==> config.mk <==
export PLATFORM = sky130hd
export DESIGN_NAME = load_store_unit
export DESIGN_NICKNAME = d
export VERILOG_FILES = /design/src/rtl/load_store_unit.sv
export SDC_FILE = /design/constraint.sdc
export NUM_CORES = 1
export LEC_CHECK = 0
export ABC_AREA = 1
export BUFFER_PORTS_ARGS = -buffer_cell sky130_fd_sc_hd__buf_2
export CAP_MARGIN = 20
export CORE_UTILIZATION = 44
export CTS_CLUSTER_SIZE = 25
export DETAILED_ROUTE_END_ITERATION = 7
export HOLD_SLACK_MARGIN = 0.03
export PLACE_DENSITY_LB_ADDON = 0.12
export RECOVER_POWER = 50
export SYNTH_ARGS = -nofsm -noshare
export SYNTH_HDL_FRONTEND = slang
export SYNTH_SLANG_ARGS = --single-unit
==> constraint.sdc <==
create_clock -name clk -period 3.25 [get_ports clk]
set_clock_uncertainty 0.05 [all_clocks]
set_input_delay 0.65 -clock clk [delete_from_list [all_inputs] [get_ports clk]]
set_output_delay 0.65 -clock clk [all_outputs]
set_load 0.05 [all_outputs]
==> src/rtl/load_store_unit.sv <==
// Load/store initiator: turns one core access into one or two word-aligned
// memory transfers and returns extended load data as a one-cycle response.
module load_store_unit #(
  parameter bit MISALIGN_EN = 1'b1
) (
  input  logic        clk,
  input  logic        rst_n,
  input  logic        req_valid,
  output logic        req_ready,
  input  logic        req_we,
  input  logic [2:0]  req_ctrl,
  input  logic [31:0] req_addr,
  input  logic [31:0] req_wdata,
  output logic        rsp_valid,
  output logic [31:0] rsp_rdata,
  output logic        rsp_err,
  output logic        mem_req,
  input  logic        mem_gnt,
  output logic        mem_we,
  output logic [31:0] mem_addr,
  output logic [3:0]  mem_be,
  output logic [31:0] mem_wdata,
  input  logic        mem_rvalid,
  input  logic [31:0] mem_rdata
);

  typedef enum logic [2:0] {IDLE, REQ0, WAIT0, REQ1, WAIT1, RESP} state_t;
  state_t state;

  logic        l_we;
  logic [2:0]  l_ctrl;
  logic [1:0]  l_off;
  logic        l_split;
  logic [3:0]  l_be1;
  logic [31:0] l_wdata1;
  logic [31:0] lo;

  logic        legal;
  logic [3:0]  size_mask;
  logic [7:0]  mask8;
  logic [31:0] wmask;
  logic [63:0] wide;
  logic        split;

  // Lane decode is taken straight from the request so transfer 0 can be
  // registered on the accepting edge; transfer-1 fields are latched alongside.
  always_comb begin
    legal     = 1'b1;
    size_mask = '0;
    case (req_ctrl)
      3'b000, 3'b100: size_mask = 4'b0001;
      3'b001, 3'b101: size_mask = 4'b0011;
      3'b010:         size_mask = 4'b1111;
      default:        legal     = 1'b0;
    endcase
    mask8 = {4'b0000, size_mask} << req_addr[1:0];
    wmask = {{8{size_mask[3]}}, {8{size_mask[2]}}, {8{size_mask[1]}}, {8{size_mask[0]}}};
    wide  = {32'b0, req_wdata & wmask} << {req_addr[1:0], 3'b000};
    split = |mask8[7:4];
  end

  function automatic logic [31:0] extend(input logic [63:0] w, input logic [1:0] off,
                                         input logic [2:0] ctrl);
    logic [63:0] s;
    s = w >> {off, 3'b000};
    case (ctrl)
      3'b000:  extend = {{24{s[7]}}, s[7:0]};
      3'b001:  extend = {{16{s[15]}}, s[15:0]};
      3'b100:  extend = {24'b0, s[7:0]};
      3'b101:  extend = {16'b0, s[15:0]};
      default: extend = s[31:0];
    endcase
  endfunction

  always_ff @(posedge clk or negedge rst_n) begin
    if (!rst_n) begin
      state     <= IDLE;
      req_ready <= 1'b1;
      rsp_valid <= 1'b0;
      rsp_rdata <= '0;
      rsp_err   <= 1'b0;
      mem_req   <= 1'b0;
      mem_we    <= 1'b0;
      mem_addr  <= '0;
      mem_be    <= '0;
      mem_wdata <= '0;
      l_we      <= 1'b0;
      l_ctrl    <= '0;
      l_off     <= '0;
      l_split   <= 1'b0;
      l_be1     <= '0;
      l_wdata1  <= '0;
      lo        <= '0;
    end else begin
      case (state)
        IDLE: if (req_valid) begin
          req_ready <= 1'b0;
          l_we      <= req_we;
          l_ctrl    <= req_ctrl;
          l_off     <= req_addr[1:0];
          l_split   <= split;
          l_be1     <= mask8[7:4];
          l_wdata1  <= wide[63:32];
          if (!legal || (split && !MISALIGN_EN)) begin
            state     <= RESP;
            rsp_valid <= 1'b1;
            rsp_err   <= 1'b1;
            rsp_rdata <= '0;
          end else begin
            state     <= REQ0;
            mem_req   <= 1'b1;
            mem_we    <= req_we;
            mem_addr  <= {req_addr[31:2], 2'b00};
            mem_be    <= mask8[3:0];
            mem_wdata <= wide[31:0];
          end
        end
        REQ0: if (mem_gnt) begin
          mem_req <= 1'b0;
          state   <= WAIT0;
        end
        WAIT0: if (mem_rvalid) begin
          lo <= mem_rdata;
          if (l_split) begin
            state     <= REQ1;
            mem_req   <= 1'b1;
            mem_addr  <= mem_addr + 32'd4;
            mem_be    <= l_be1;
            mem_wdata <= l_wdata1;
          end else begin
            state     <= RESP;
            rsp_valid <= 1'b1;
            rsp_err   <= 1'b0;
            rsp_rdata <= l_we ? '0 : extend({32'b0, mem_rdata}, l_off, l_ctrl);
          end
        end
        REQ1: if (mem_gnt) begin
          mem_req <= 1'b0;
          state   <= WAIT1;
        end
        WAIT1: if (mem_rvalid) begin
          state     <= RESP;
          rsp_valid <= 1'b1;
          rsp_err   <= 1'b0;
          rsp_rdata <= l_we ? '0 : extend({mem_rdata, lo}, l_off, l_ctrl);
        end
        RESP: begin
          state     <= IDLE;
          rsp_valid <= 1'b0;
          rsp_err   <= 1'b0;
          rsp_rdata <= '0;
          req_ready <= 1'b1;
        end
        default: state <= IDLE;
      endcase
    end
  end

endmodule

# Word level (Yosys, flattened, before mapping)
# Index checks and enable logic that the tools add are counted.
# totals
register_bits	183
in_bits	105
output_inout_bits	105
elab_cells	118
# classes
n_addsub	1
eq_ne	22
shift	4
muxes	53
bitwise	1
n_reduce_logical	20
# ops
cell	n
32-bit 2-to-1 mux	15
32-bit one-hot mux with 4 select lines	3
32-bit one-hot mux with 2 select lines	2
32-bit by 5-bit << shifter with 64-bit output	1
64-bit by 5-bit >> shifter with 32-bit output	1
32-bit by 3-bit adder with 32-bit output, second input constant	1
32-bit bitwise AND	1
32-bit by 5-bit >> shifter with 32-bit output	1
3-bit 2-to-1 mux	7
3-bit == test, second input constant	6
2-bit != test, second input constant	9
4-bit 2-to-1 mux	4
1-bit 2-to-1 mux	15
3-bit one-hot mux with 5 select lines	1
4-bit one-hot mux with 3 select lines	1
6-bit AND reduction	2
5-bit AND reduction	2
3-bit by 1-bit == test with 1-bit output, second input constant	3
3-bit by 2-bit == test with 1-bit output, second input constant	3
3-bit zero test	3
1-bit one-hot mux with 4 select lines	2
4-bit one-hot mux with 2 select lines	1
4-bit by 2-bit << shifter with 8-bit output	1
2-bit AND reduction	3
10 further kinds	13

# Depth between registers and ports, before layout
# logic_depth
ltp_word	8
mapped_depth	13
ltp_nobuf	10

# Worst setup path before layout
# No wires, ideal clock.
# synth_path
kind	reg-to-reg
startpoint	register mem_addr[2]
endpoint	register mem_addr[30]
setup_ns	0.118
arrival_time_ns	1.825
setup_slack_ns	1.257
path_stages_with_launch	11
n_path_buf	0
synth_period_minus_slack_ns	1.993
cell_sequence	dfrtp_1 ha_1 inv_1 nor2_1 inv_1 nor2_1 nand2_1 nand2_1 nand3_1 nand2_1 nand2_1
# synth_between
elab_chain_len	4
# synth_rtl
item	line	text
from (decl)	20	output logic [31:0] mem_addr,
from (signal assigned)	113	mem_addr <= {req_addr[31:2], 2'b00};
from (signal assigned)	127	mem_addr <= mem_addr + 32'd4;
32-bit by 3-bit adder with 32-bit output	127	
32-bit 2-to-1 mux	124	if (l_split) begin
32-bit 2-to-1 mux	122	WAIT0: if (mem_rvalid) begin
32-bit one-hot mux with 2 select lines	95	case (state)
# No other way between the ends. The select of a mux whose other input is x is not followed.
# A chain may end at the register's enable or synchronous reset.

# Final worst setup path
# layout_path
startpoint	register state[2]
endpoint	register mem_wdata[29]
# layout_between
elab_chain_len	3
# layout_rtl
item	line	text
from (decl)	28	state_t state;
from (signal assigned)	77	state <= IDLE;
from (signal assigned)	105	state <= RESP;
from (signal assigned)	110	state <= REQ0;
3-bit by 2-bit == test with 1-bit output / 3-bit zero test (equally long branches)	95	
2-bit != test (no source line) / 2-bit nonzero test (equally long branches)	-	
5-bit AND reduction (no source line)	-	
to (signal assigned)	115	mem_wdata <= wide[31:0];
to (signal assigned)	129	mem_wdata <= l_wdata1;
to (decl)	22	output logic [31:0] mem_wdata,
# Several ways; a longest one is shown, not always the timed one.

==> impl_table.tex <==
\begin{tabular}{lr}
\hline
Metric & Value \\
\hline
\multicolumn{2}{l}{\textbf{Synth}} \\
Yosys cell types & 40 \\
Predominant post-synthesis flop cell & dfrtp\_1 \\
Fraction of the mapped netlist area in compound gates & 0.115 \\
Synthesis warning total & 0 \\
Post-synthesis adder-cell area fraction & 0.00118 \\
Synthesis-stage register bit count & 172 \\
Share of cell area taken by muxes after synthesis & 0.0180 \\
Share of synthesized area occupied by flip-flops and latches & 0.405 \\
Count of mapped cells out of synthesis & 1563 \\
Xor-xnor portion of the synthesized cell area & 0.00825 \\
Avg Inst Size Synth & $\sim$6.8 µm² \\
Async SR Flop Fraction & 1.00 \\
Main combinational cell family by area after synthesis & simple AND/OR/NAND/NOR gates \\
Simple-gate share of the synthesized area & 0.382 \\
Post-synth EDFFs & 0 \\
Cell Area, Synth & 10600 µm² \\
\multicolumn{2}{l}{\textbf{Floorplanning}} \\
Die footprint & about 25000 µm² \\
Core region area & $\sim$24000 µm² \\
Initial core utilization & 0.451 \\
Die H & around 160 µm \\
\# IOs & 210 \\
Row Count & between 50 and 60 \\
Die X & between 150 and 200 µm \\
\multicolumn{2}{l}{\textbf{STA}} \\
Hold slack & 0.371 ns \\
Achievable clock frequency & between 300 and 400 MHz \\
Transition time at the pin with the least slew margin & between 1.5 and 2 ns \\
Count of final setup violators & 0 \\
Number of hold violations in the final report & 0 \\
Max-slew violation count & 70 \\
Slew HR & -0.205 \\
Tmin final & approximately 2.7 ns \\
Final-layout setup total negative slack & 0 ns \\
Portion of the clock cycle consumed by the worst path in the final layout & 0.824 \\
RSZ-0062 raised after global routing & false \\
\multicolumn{2}{l}{\textbf{Detailed routing}} \\
\# DRC & 0 \\
Detailed Route Iter0 Violations & 917 \\
Via count & between 10000 and 15000 \\
Iteration count of the initial detailed-routing pass & 6 \\
Remaining number of nets flagged by the antenna check after routing & 0 \\
WL per Instance & 16.8 µm \\
WL final & between 30000 and 40000 µm \\
Via-per-instance ratio & $\sim$5.5 \\
\multicolumn{2}{l}{\textbf{GRT}} \\
Met3 global-route usage & 0.0416 \\
Total routing resource utilization after global routing & 0.289 \\
Largest net degree at the start of global routing & between 70 and 80 \\
Top Usage Layer GRT & met2 \\
Number of global-route vias before repair & about 10000 \\
First-pass GRT wire length & between 50000 and 60000 µm \\
Sum of overflow across all layers after global routing & 0 \\
Initial antenna violation count & 1 \\
Met1 GRT Util & 0.376 \\
Met2 usage & 0.456 \\
\multicolumn{2}{l}{\textbf{Clock tree}} \\
CTS Hold Bufs & 0 \\
Resized Gates After CTS & 0 \\
Clock transition time at the flip-flop clock pins of the worst setup and hold paths & roughly 0.08 ns \\
Later-pin clock latency in the skew report & 0.45 ns \\
TritonCTS clock tree & done \\
Total CTS buffers & 17 \\
Clk buf depth & 2 \\
Buffer type at the clock tree root & clkbuf\_16 \\
H-Tree Depth & 4 \\
Sinks on Clock Net & 172 \\
Post-CTS Repair Setup Buffers & 0 \\
\multicolumn{2}{l}{\textbf{Critical path}} \\
WP data arrival & 3.00 ns \\
Largest driver fanout on the critical path & 8 \\
Worst path cell trace & nor2\_1, nand2\_2, nor2\_1, clkbuf\_1, nand2\_2, a21oi\_2, o21ai\_0, o21ai\_1 \\
WS Path Type & reg2reg \\
Cell with the largest stage delay on the worst path & dfrtp\_1 \\
Peak per-stage delay on the critical path & between 0.4 and 0.5 ns \\
Crit path launch type & register \\
Required time worst endpoint & roughly 3.6 ns \\
Kind of capture point of the worst setup path & register \\
\multicolumn{2}{l}{\textbf{Placement}} \\
Estimated wirelength of the detail-placed design & between 20000 and 25000 µm \\
PortBufs & slightly above 200 \\
Gp weighted congestion & 0.932 \\
Total instance count after detailed placement & 2032 \\
\multicolumn{2}{l}{\textbf{Run}} \\
Max Cap Viol & 1 \\
\multicolumn{2}{l}{\textbf{Pwr}} \\
LEAKAGE & $\sim$6.3 nW \\
Pwr per Cell Area & 1100 nW/µm² \\
Maximum VDD drop & 0.612 mV \\
\multicolumn{2}{l}{\textbf{Cells and area}} \\
Number of nets in the layout & around 1800 \\
Fill cell instance count of the final layout & about 2400 \\
Most frequent standard cell in the layout excluding fill and tap cells & nand2\_1 \\
Commonest cells after routing, fill and taps aside & nand2\_1 (608), nand3\_1 (179), dfrtp\_1 (170) \\
Area added between synthesis and finish & 16.9\% \\
Fraction of layout cells with a size suffix above 1 & 0.154 \\
Layout Cells excl Fill & about 2100 \\
\multicolumn{2}{l}{\textbf{Run status}} \\
Status & finished, violations left \\
Failing checks & max-capacitance violations, max-slew violations \\
\multicolumn{2}{l}{\textbf{Worst hold path}} \\
Class of the most critical hold timing path & in2reg \\
\hline
\end{tabular}
==> path summary, 6_finish.rpt <==
| kind | startpoint | end | slack [ns] | cells past startpoint |
|---|---|---|---|---|
| worst max-delay path | state[2]$_DFFE_PN0P_ | mem_wdata[29]$_DFFE_PN0P_ | 0.57 | 8 |
| worst min-delay path | mem_gnt | state[0]$_DFFE_PN0P_ | 0.37 | 2 |
| worst max register to register | state[2]$_DFFE_PN0P_ | mem_wdata[29]$_DFFE_PN0P_ | 0.57 | 8 |
| worst min register to register | rsp_rdata[4]$_DFFE_PN0P_ | rsp_rdata[4]$_DFFE_PN0P_ | 0.43 | 2 |
| max in group asynchronous | rst_n | mem_addr[14]$_DFFE_PN0P_ | 0.79 | 2 |
| min in group asynchronous | rst_n | lo[12]$_DFFE_PN0P_ | 0.63 | 1 |
==> final cells by class <==
type,count,area (µm²),share of cell area
inverter,79,299,0.0241
tap,319,399,0.0321
multi-input combinational,1227,5570,0.449
sequential,172,4310,0.347
clock inverter,15,214,0.0172
antenna,1,2.50,0.000202
timing repair buffer,235,1200,0.0963
clock buffer,17,425,0.0343
==> synth_stat cells (4+ instances only) <==
cell,count,area [µm²]
nand2_2,6,37.5
inv_1,68,255
buf_2,40,200
nand3b_1,5,37.5
nor2_1,142,533
o21ai_0,110,551
inv_2,8,30.0
a21oi_1,45,225
nand4_1,8,50.1
buf_6,4,45.0
buf_1,6,22.5
nand2_1,608,2280
clkbuf_1,25,93.8
nor3_1,4,20.0
mux2_2,17,191
nand3_2,5,50.1
xor2_1,7,61.3
nor2_2,4,25.0
a22oi_1,10,75.1
o22ai_1,5,31.3
a31oi_1,5,31.3
dfrtp_1,171,4280
nor2_4,5,56.3
and2_1,8,50.1
o21ai_1,16,80.1
buf_4,11,82.6
o211ai_1,26,195
nand3_1,179,896
==> power by group <==
group | switching (mW) | internal (mW)
Sequential | 0.743 | 3.03
Combinational | 5.73 | 1.98
Clock | 1.03 | 1.19
==> layer usage <==
layer | wire length, µm | up-vias
met2 | 16100 | 514
met4 | 1660 | 0
met5 | 0 | -
li1 | - | 5421
met1 | 14600 | 5231
met3 | 2250 | 91
==> per-stage QoR <==
stage	utilization	cell area, µm²	total power [mW]	setup slack (ns)
6_report	0.527	12400	13.7	0.571
3_3_place_gp	0.504	11900	11.5	0.604
4_1_cts	0.531	12500	13.8	0.756
2_1_floorplan	-	10600	9.65	1.26
5_1_grt	0.527	12400	14.7	0.264
3_5_place_dp	0.504	11900	11.5	0.559
==> cell families (layout without fill, tap and decap cells) <==
kind of cell / Yosys count / after routing
AND/OR/NAND/NOR: 976 / 976
AO/OA/AOI/OAI: 221 / 221
flip-flops: 172 / 172
buffers and inverters: 165 / 346
multiplexers: 17 / 17
XOR/XNOR: 10 / 10
adder cells (fa/ha/maj): 1 / 1
other: 1 / 3
==> worst max-delay path: cells and delay by family (launching register included) <==
| kind | cells | cell delay, ns |
|---|---|---|
| AO/OA/AOI/OAI | 3 | 0.71 |
| flip-flops | 1 | 0.49 |
| AND/OR/NAND/NOR | 4 | 0.97 |
| buffers and inverters | 1 | 0.39 |
==> sequential cells by signal, summed over array words and instances (netlist names) <==
register,count
lo,32
mem_wdata,32
rsp_rdata,32
mem_addr,30
l_wdata1,24
mem_be,4
l_be1,3
l_ctrl,3
state,3
l_off,2
l_split,1
l_we,1
mem_req,1
mem_we,1
req_ready,1
rsp_err,1
rsp_valid,1
Power figures use the tool's default switching activity.
